<file path="src/rtl/multiword_add_sequencer.sv">
// multiword_add_sequencer
//   Drives an external 16-bit ripple-carry adder. It runs one 16-bit chunk per
//   cycle, LSB chunk first, and builds a WORDS x 16-bit add or subtract from
//   those chunks. A chunk's carry-out is registered and becomes the carry-in
//   of the next chunk.
//
// Ports
//   clk, rst               clock, synchronous active-high reset
//   in_valid / in_ready    request handshake; in_ready is high only in IDLE
//   op_a, op_b             W-bit operands, sampled only at the accept edge
//   op_cin                 carry-in for add (ignored when op_sub=1)
//   op_sub                 1 = A - B, computed as A + ~B + 1
//   out_valid / out_ready  result handshake; out_valid is high only in DONE
//   result                 W-bit sum/difference, held stable in DONE
//   result_cout            final carry-out (for subtract, 1 = no borrow)
//   overflow               two's-complement signed overflow of the W-bit op
//   add_a, add_b, add_cin  chunk operands driven to the external adder
//   add_sum, add_cout      external adder outputs

module multiword_add_sequencer #(
  parameter int WORDS = 4
) (
  input  logic                clk,
  input  logic                rst,
  input  logic                in_valid,
  output logic                in_ready,
  input  logic [16*WORDS-1:0] op_a,
  input  logic [16*WORDS-1:0] op_b,
  input  logic                op_cin,
  input  logic                op_sub,
  output logic                out_valid,
  input  logic                out_ready,
  output logic [16*WORDS-1:0] result,
  output logic                result_cout,
  output logic                overflow,
  output logic [15:0]         add_a,
  output logic [15:0]         add_b,
  output logic                add_cin,
  input  logic [15:0]         add_sum,
  input  logic                add_cout
);

  localparam int W  = 16 * WORDS;
  localparam int KW = (WORDS > 1) ? $clog2(WORDS) : 1;
  localparam logic [KW-1:0] K_LAST = KW'(WORDS - 1);

  typedef enum logic [1:0] {IDLE, RUN, DONE} state_t;

  state_t        state_reg;
  logic [W-1:0]  a_reg;
  logic [W-1:0]  b_reg;          // holds ~op_b for subtract
  logic [W-1:0]  result_reg;
  logic          carry_reg;
  logic [KW-1:0] k_reg;
  logic          result_cout_reg;
  logic          overflow_reg;

  // Operands split into chunks so the adder inputs come from a plain chunk mux.
  logic [15:0] a_chunk [WORDS];
  logic [15:0] b_chunk [WORDS];

  genvar gi;
  generate
    for (gi = 0; gi < WORDS; gi++) begin : g_chunk
      assign a_chunk[gi] = a_reg[16*gi +: 16];
      assign b_chunk[gi] = b_reg[16*gi +: 16];
    end
  endgenerate

  logic running;
  assign running = (state_reg == RUN);

  // The adder inputs are forced to zero outside RUN. This keeps stale
  // operands off the shared adder.
  assign add_a   = running ? a_chunk[k_reg] : 16'd0;
  assign add_b   = running ? b_chunk[k_reg] : 16'd0;
  assign add_cin = running ? carry_reg      : 1'b0;

  assign in_ready    = (state_reg == IDLE);
  assign out_valid   = (state_reg == DONE);
  assign result      = result_reg;
  assign result_cout = result_cout_reg;
  assign overflow    = overflow_reg;

  always_ff @(posedge clk) begin
    if (rst) begin
      state_reg       <= IDLE;
      a_reg           <= '0;
      b_reg           <= '0;
      result_reg      <= '0;
      carry_reg       <= 1'b0;
      k_reg           <= '0;
      result_cout_reg <= 1'b0;
      overflow_reg    <= 1'b0;
    end else begin
      case (state_reg)
        IDLE: begin
          if (in_valid) begin
            a_reg     <= op_a;
            b_reg     <= op_sub ? ~op_b : op_b;
            carry_reg <= op_sub ? 1'b1 : op_cin;
            k_reg     <= '0;
            state_reg <= RUN;
          end
        end
        RUN: begin
          result_reg[{k_reg, 4'b0000} +: 16] <= add_sum;
          carry_reg <= add_cout;
          k_reg     <= k_reg + 1'b1;
          if (k_reg == K_LAST) begin
            result_cout_reg <= add_cout;
            // MSB operand bits ^ MSB sum bit recovers the carry into bit W-1.
            // XOR with the carry out of bit W-1 gives signed overflow.
            overflow_reg <= a_reg[W-1] ^ b_reg[W-1] ^ add_sum[15] ^ add_cout;
            state_reg    <= DONE;
          end
        end
        DONE: begin
          if (out_ready) begin
            state_reg <= IDLE;
          end
        end
        default: state_reg <= IDLE;
      endcase
    end
  end

endmodule

</file>
<file path="config.mk">
export PLATFORM = sky130hd
export DESIGN_NAME = multiword_add_sequencer
export DESIGN_NICKNAME = d
export VERILOG_FILES = /design/src/rtl/multiword_add_sequencer.sv
export SDC_FILE = /design/constraint.sdc
export NUM_CORES = 1
export LEC_CHECK = 0
export BUFFER_PORTS_ARGS = -buffer_cell sky130_fd_sc_hd__buf_2
export CORE_MARGIN = 2
export CORE_UTILIZATION = 52
export CTS_CLUSTER_SIZE = 16
export DETAILED_ROUTE_END_ITERATION = 8
export GPL_ROUTABILITY_DRIVEN = 1
export PLACE_DENSITY = 0.86
export SETUP_SLACK_MARGIN = 0.05
export SYNTH_ARGS = -nofsm -noshare
export SYNTH_HDL_FRONTEND = slang
export SYNTH_SLANG_ARGS = --single-unit
</file>
<file path="constraint.sdc">
create_clock -name clk -period 3 [get_ports clk]
set_clock_uncertainty 0.1 [all_clocks]
set_input_delay 0 -clock clk [delete_from_list [all_inputs] [get_ports clk]]
set_output_delay 0 -clock clk [all_outputs]
set_load 0.01 [all_outputs]
</file>
======== Word-level counts from Yosys, hierarchy flattened ========
Cells that the tools add are included.
operators by class
  add/subtract/negate cells ............... 2
  $lt $le $gt $ge ......................... 1
  eq/ne operators ......................... 6
  shift operators ......................... 2
  mux-type cells .......................... 20
  bitwise logic cells ..................... 5
  reductions and logical operators ........ 6
operators with widths
  kind                                                                      count
  16-bit two-way mux                                                        6
  16-bit binary-select mux with 2-bit select                                2
  64-bit bitwise mux                                                        1
  64-bit two-way mux                                                        1
  64-bit inverter                                                           1
  16-bit by 8-bit variable shift with 64-bit output (first input constant)  1
  16-bit by 8-bit variable part select with 64-bit output                   1
  2-bit two-way mux                                                         4
  6-bit negator with 8-bit output                                           1
  2-bit case mux with 3 select lines                                        1
  2-bit AND reduction                                                       3
  2-bit equality test (second input constant)                               2
  2-bit by 1-bit inequality test with 1-bit output (second input constant)  2
  2-bit case mux with 2 select lines                                        1
  3-bit >= comparator (second input constant)                               1
  1-bit two-way mux                                                         3
  2-bit inverter with 3-bit output                                          1
  3-bit AND reduction                                                       1
  1-bit bitwise XOR                                                         3
  2-bit by 1-bit adder with 2-bit output (second input constant)            1
  2-bit by 1-bit equality test with 1-bit output (second input constant)    1
  2-bit zero test                                                           1
  2-bit inequality test (second input constant)                             1
  1-bit case mux with 2 select lines                                        1
  2-bit nonzero test                                                        1
storage, ports and cells
  bits in registers ....................... 199
  input bits .............................. 151
  output and inout port bits .............. 101

======== Logic depth before layout (Yosys ltp) ========
Gate-level depths: netlist of the first run.
  depth after elaboration ................. 5
  depth in mapped cells ................... 10
  gate-level depth less buffers ........... 5

======== Worst setup path after synthesis of the first run ========
No wires, ideal clock.
  kind .................................... flip-flop to flip-flop
  from .................................... register k_reg[0]
  to ...................................... register result_reg[21], in the netlist result[21]
  library setup time ...................... 0.060 ns
  arrival time ............................ 2.453 ns
  required time ........................... 2.840 ns
  path slack .............................. 0.387 ns
  stages on the path, launching flop included .. 10
  cells stage by stage .................... dfxtp_1 > buf_6 > buf_4 > clkbuf_1 > inv_1 > ha_1 > or3b_4 > nor4b_4 > buf_6 > a22o_1
between the ends
  cells in the longest elaborated chain, start to end .. 3
ends and longest elaborated chain
  element                                                                                                                              line  text
  start, declared                                                                                                                      54    logic [KW-1:0] k_reg;
  start signal, assigned                                                                                                               109   k_reg <= k_reg + 1'b1;
  6-bit negator with 8-bit output *                                                                                                    107   result_reg[{k_reg, 4'b0000} +: 16] <= add_sum;
  16-bit by 8-bit variable part select with 64-bit output / 16-bit by 8-bit variable shift with 64-bit output (equally long branches)  107
  64-bit bitwise mux *                                                                                                                 107
  end signal, assigned by index                                                                                                        107
  end, declared                                                                                                                        52    logic [W-1:0] result_reg;
Mark *: on every way between the ends. The rest lies on a longest branch, timed or not.
A chain may end at the register's enable or synchronous reset.

======== Worst setup path after layout of the first run ========
  from .................................... register k_reg[0]
  to ...................................... output port add_a[0]
between the ends
  cells in the longest elaborated chain, start to end .. 5
ends and longest elaborated chain
  element                                                 line  text
  2-bit inverter with 3-bit output (not written as such)  75    assign add_a = running ? a_chunk[k_reg] : 16'd0;
  16-bit binary-select mux with 2-bit select              75
  16-bit two-way mux (not written as such) (2 in series)  75
  16-bit two-way mux                                      75
  end, declared                                           36    output logic [15:0] add_a,
No other way between the ends. The select of a mux whose other input is x is not followed.

==> results of run 1 <==
==> tightest hold or removal path, stage by stage <==
cell and delay, ns:
buf_4 0.27, xnor2_1 0.22, a211oi_1 0.06
==> power groups by stage <==
stage	Clock (mW)	Combinational, mW	Sequential, mW
after floorplan	0	0.548	2.91
after global placement	0	0.787	2.93
after detailed placement	0	0.803	2.94
after CTS	2.34	0.961	2.88
after global routing	2.47	1.08	2.90
final	2.32	1.00	2.88
==> cells in the mapped netlist <==
cell	number	area, um2
a211oi_1	64	480
a21oi_1	73	365
a22o_1	30	263
a311oi_1	1	8.76
a32o_1	1	10.0
a32oi_1	32	280
and2_1	33	206
and3b_1	1	8.76
buf_1	4	15.0
buf_2	27	135
buf_4	1	7.51
buf_6	2	22.5
clkbuf_1	47	176
dfxtp_1	199	3980
ha_1	5	62.6
inv_1	3	11.3
mux2i_1	1	10.0
mux4_1	6	158
mux4_2	26	586
nand2_1	133	499
nand2b_1	2	12.5
nand3b_1	4	30.0
nor2_1	100	375
nor2b_1	2	12.5
nor3b_2	2	25.0
nor4_4	1	21.3
nor4b_4	1	23.8
nor4bb_1	1	10.0
o21ai_0	2	10.0
o21bai_1	1	7.51
or3_1	1	6.26
or3b_2	1	8.76
or3b_4	1	11.3
or4_1	1	7.51
or4b_2	1	10.0
xnor2_1	67	587
==> worst max-delay path by stage <==
stage,start,end,slack [ns],cells after the start
final,k_reg[0],add_a[0],0.54,4
after global routing,k_reg[0],add_b[0],0.46,4
after CTS,k_reg[0],add_b[3],0.53,4
after detailed placement,k_reg[1],result[34],0.92,5
after global placement,state_reg[0],result[55],0.97,5
after floorplan,k_reg[0],result[21],0.39,9
==> routing by layer <==
layer	part of all wire [%]	track usage [%]	vias up	wire, um
met1	38	35.2	3848	10200
met3	6.2	7.25	118	1680
met5	0	0	-	0
li1	-	-	3816	-
met4	5.8	18.5	0	1570
met2	50	53.3	438	13500
==> final cells by class <==
cell class,instances,area [um2],area share [%]
Multi-Input combinational cell,594,4120,34.5
Timing Repair Buffer,419,2930,24.5
Clock buffer,17,425,3.56
Tap cell,216,270,2.26
Sequential cell,199,3990,33.4
Antenna cell,6,15.0,0.126
Clock inverter,15,183,1.53
Inverter,3,11.3,0.0944
==> kinds of logic (layout without fill, tap and decap cells) <==
logic type / Yosys count / count (layout) / synth area share (%)
buffers and inverters: 84 / 454 / 4.35
AOI/OAI and AO/OA: 204 / 204 / 16.9
adders and majority gates: 5 / 5 / 0.741
DFF: 199 / 199 / 47.2
and+or+nand+nor: 285 / 285 / 15.0
other: 0 / 6 / 0
xor gates and xnor gates: 67 / 67 / 6.95
muxes: 33 / 33 / 8.92
==> stage by stage <==
step / instances / util, %
finish: 1469 / 75.1
global route: 1468 / 75.1
CTS: 1463 / 75.0
detailed placement: 1280 / 61.7
global placement: 1280 / 61.7
floorplan: 877 / -
==> layout by cell type, fill, tap and decap left out, types with 2 or more instances in the layout <==
cell           count
inv_6              3
nand2_1          133
a21oi_1           73
dfxtp_2            2
mux4_2            26
diode_2            6
buf_12             2
mux4_1             6
inv_8              4
clkinvlp_4         2
nand3b_1           4
a22o_1            30
ha_1               5
inv_1              3
xnor2_1           67
and2_1            33
a32oi_1           32
clkinv_8           3
dlygate4sd3_1    151
nand2b_1           2
clkinv_4           2
dfxtp_1          197
buf_4             17
clkbuf_16         17
a211oi_1          64
o21ai_0            2
buf_2            249
nor3b_4            2
nor2_1           100
==> results_dict.tcl, run 1 <==
set metrics [dict create \
    postRouteAntennaNets 0 \
    drv_cap 0 \
    syn2layout_area_growth_pct 41.3 \
    grt_usage_pct 31.1 \
    io_buffers 251 \
    setup_ws_ns 0.542 \
    r2r_end "result[14]" \
    fmax_mhz 407 \
    routedWlPerCell_um 18.3 \
    critPathLaunchType "flop" \
    rows 46 \
    pwr-share-clk_pct 37.4 \
    cp_max_fo 33 \
    core_area_um2 15900 \
    cts.sinks 199 \
    start_util_pct 53.2 \
    p_sw_mw 1.72 \
    hold_path_depth 3 \
    crit_buf_inv 2 \
    syn_area_um2 8450 \
    yosys_warnings 0 \
    yosysUniqueCellTypes 36 \
    dpl_cell_area_um2 9800 \
    vias 8220 \
    worstMarginPinSlew_ns 0.743 \
    worst_path_max_delay_cell "mux4_1" \
    grt_pass1_wl_um 42800 \
    drtPass1Iterations 6 \
    worstSetupPathType "reg -> out" \
    clkTransAtPathRegs_ns 0.07 \
    power_mw 6.20 \
    maxSlewViolCount 0 \
    synth.avg_cell_area_um2 9.63 \
    whs_ns 0.0705 \
    setup_viol 0 \
    internal-power_mw 4.48 \
    crit_chain "buf_4 > mux4_1 > and2_1 > buf_2" \
    p_comb_share_pct 16.1 \
    hold_viol_final 0 \
    antenna_found_initial 5 \
    period_needed_ns 2.46 \
    root_buffer "clkbuf_16" \
    netlist_instances 877 \
    nets 1390 \
    hp-class "in -> reg" \
    gp_congestion 0.840 \
    drive_above_1_share_pct 27.0 \
    pre_cts_ws_ns 0.919 \
    cts_tree "done" \
    cts_setup_buffers 0 \
    gr-total-overflow 0 \
    min-delay-start "op_sub" \
    worstPathRequired_ns 2.90 \
    status "completed" \
    p_seq_share_pct 46.4 \
    drt_iter0_drc 634 \
    endpoint_kind "output port" \
    timing.final.crit_share_pct 81.9 \
    rsz0062_at_grt "false" \
    numCtsBuffers 17 \
    totalWireLength_um 27000 \
    critPathTopFamily "buffers and inverters" \
    power.density_nw_per_um2 520 \
    cts-htree-levels 4 \
    worst_ep_arrival_time_ns 2.36 \
    p_leak_nw 5.00 \
    drc 0 \
    finish.instance_area_um2 11900 \
    min_to "b_reg[12]" \
    cts_resized 0 \
    r2r_cells 5 \
    ctsLongestPathBuffers 2 \
    ioPinCount 252 \
    ys_seq_area_share_pct 47.2 \
    switching_share_pct 27.8 \
    dpl.hpwl_um 15000 \
    yosys_register_bits 199 \
    postCtsHoldBufs 151 \
    peakVddDrop_mv 0.469 \
    die_h_um 131 \
    r2r_slack_ns 0.73 \
    dieArea_um2 17300 \
    fp.dieW_um 131 \
    clkLatencyLatePin_ns 0.44 \
    nFillCells 1050 \
    viasPerCell 5.60 \
    synth_fp_nets 1033 \
    slowest_delay_ns 0.64 \
    grt_max_degree 130 \
    fin_tns_setup_ns 0 \
    first_global_vias 8322 \
    relSlewSlack_pct 50.3 \
    r2r_start "k_reg[0]" \
]
(Power assumes the default switching activity.)
==> run 2: changes to the inputs <==
==> constraint.sdc (replaced) <==
create_clock -name clk -period 2.3 [get_ports clk]
set_clock_uncertainty 0.1 [all_clocks]
set_input_delay 0 -clock clk [delete_from_list [all_inputs] [get_ports clk]]
set_output_delay 0 -clock clk [all_outputs]
set_load 0.01 [all_outputs]
==> results_dict.tcl, run 2 (synthesis gave the netlist of run 1 again) <==
set metrics [dict create \
    status "completed" \
    fmax_mhz 468 \
    hp-class "in -> reg" \
    gr-total-overflow 0 \
    critPathLaunchType "flop" \
    fp.dieW_um 131 \
    cts.sinks 199 \
    p_seq_share_pct 45.8 \
    drive_above_1_share_pct 27.3 \
    endpoint_kind "output port" \
    root_buffer "clkbuf_16" \
    start_util_pct 53.2 \
    io_buffers 251 \
    min-delay-start "op_sub" \
    cp_max_fo 34 \
    drt_iter0_drc 737 \
    totalWireLength_um 27200 \
    routedWlPerCell_um 18.5 \
    hold_viol_final 0 \
    whs_ns 0.0728 \
    grt_pass1_wl_um 42900 \
    grt_max_degree 132 \
    fin_tns_setup_ns 0 \
    first_global_vias 8343 \
    rows 46 \
    ioPinCount 252 \
    cts-htree-levels 4 \
    nFillCells 1009 \
    cts_tree "done" \
    maxSlewViolCount 0 \
    worstSetupPathType "reg -> out" \
    numCtsBuffers 17 \
    p_sw_mw 2.30 \
    worst_path_max_delay_cell "mux4_1" \
    syn2layout_area_growth_pct 42.2 \
    dpl.hpwl_um 15100 \
    timing.final.crit_share_pct 92.8 \
    setup_viol 0 \
    vias 8233 \
    dieArea_um2 17300 \
    drv_cap 0 \
    worstPathRequired_ns 2.20 \
    worst_ep_arrival_time_ns 2.03 \
    peakVddDrop_mv 0.659 \
    clkTransAtPathRegs_ns 0.08 \
    grt_usage_pct 31.1 \
    switching_share_pct 28.1 \
    viasPerCell 5.59 \
    layout_commonest_cell "buf_2" \
    slowest_delay_ns 0.57 \
    drc 0 \
    core_area_um2 15900 \
    die_h_um 131 \
    nets 1394 \
    dp.cells 1283 \
    crit_chain "buf_12 > mux4_1 > and2_1 > buf_2" \
    rsz0062_at_grt "false" \
    gp_congestion 0.858 \
    layout_common_cells "249 x buf_2, 197 x dfxtp_1, 151 x dlygate4sd3_1, 133 x nand2_1, 100 x nor2_1" \
    pwr-share-clk_pct 38.0 \
    p_leak_nw 5.04 \
    startpoint "k_reg[0]" \
    antenna_found_initial 5 \
    postRouteAntennaNets 0 \
    clkLatencyLatePin_ns 0.44 \
    ff_latch_area_um2 3990 \
    internal-power_mw 5.88 \
    multiInputGateArea_um2 4120 \
    p_comb_share_pct 16.1 \
    r2r_start "k_reg[0]" \
    drtPass1Iterations 5 \
    instances_no_fill 1472 \
    cts_resized 0 \
    worstMarginPinSlew_ns 1.25 \
    ctsLongestPathBuffers 2 \
    power.density_nw_per_um2 681 \
    period_needed_ns 2.13 \
    relSlewSlack_pct 16.5 \
]
==> run 2: path summary, 6_finish.rpt <==
path	slack (ns)	cells past startpoint	endpoint
max	0.17	4	add_b[15]
min	0.07	3	b_reg[38]
max reg2reg	0.18	5	result[7]
min reg2reg	0.36	2	a_reg[51]
==> run 2: power by group through the flow <==
stage / registers, mW / clock network [mW] / logic (mW)
after global routing: 3.77 / 3.29 / 1.42
after detailed placement: 3.82 / 0 / 1.06
after floorplan: 3.79 / 0 / 0.720
after CTS: 3.74 / 3.13 / 1.27
final: 3.75 / 3.11 / 1.32
after global placement: 3.81 / 0 / 1.04
==> run 2: final cells by class <==
cell class / instances / area share, %
Timing Repair Buffer: 423 / 24.9
Clock buffer: 17 / 3.54
Multi-Input combinational cell: 594 / 34.3
Clock inverter: 15 / 1.66
Sequential cell: 199 / 33.2
Inverter: 3 / 0.0937
Tap cell: 216 / 2.25
Antenna cell: 5 / 0.104
==> run 2: layer usage <==
layer  part of all wire [%]  vias up  routed length (um)  GRT usage [%]
li1                       -     3815                   -              -
met4                    5.2        0                1420           16.1
met5                      0        -                   0              0
met3                    7.0      121                1900           6.60
met1                     37     3835               10000           35.2
met2                     51      462               13800           55.2
==> run 2: critical path, delay by kind of cell, from the launching register on <==
kind / cells / cell delay, ns
buf+inv: 2 / 0.43
mux: 1 / 0.57
flops: 1 / 0.40
simple gates: 1 / 0.19
==> run 2: per-stage QoR <==
| stage | area (um2) | power, mW | worst slack [ns] | utilization (%) |
|---|---|---|---|---|
| after global routing | 12000 | 8.48 | 0.0787 | 75.6 |
| final | 12000 | 8.18 | 0.165 | 75.6 |
| after global placement | 9860 | 4.85 | 0.336 | 62.1 |
| after CTS | 12000 | 8.14 | 0.128 | 75.5 |
| after floorplan | 8470 | 4.51 | 0.0619 | - |
| after detailed placement | 9860 | 4.89 | 0.133 | 62.1 |
==> run 2: repair_timing <==
action | in CTS | in global routing
endpoints found under the setup margin | 0 | 12
buffers inserted | 0 | 1
endpoints found under the hold margin | 197 | 0
hold buffers | 151 | 0
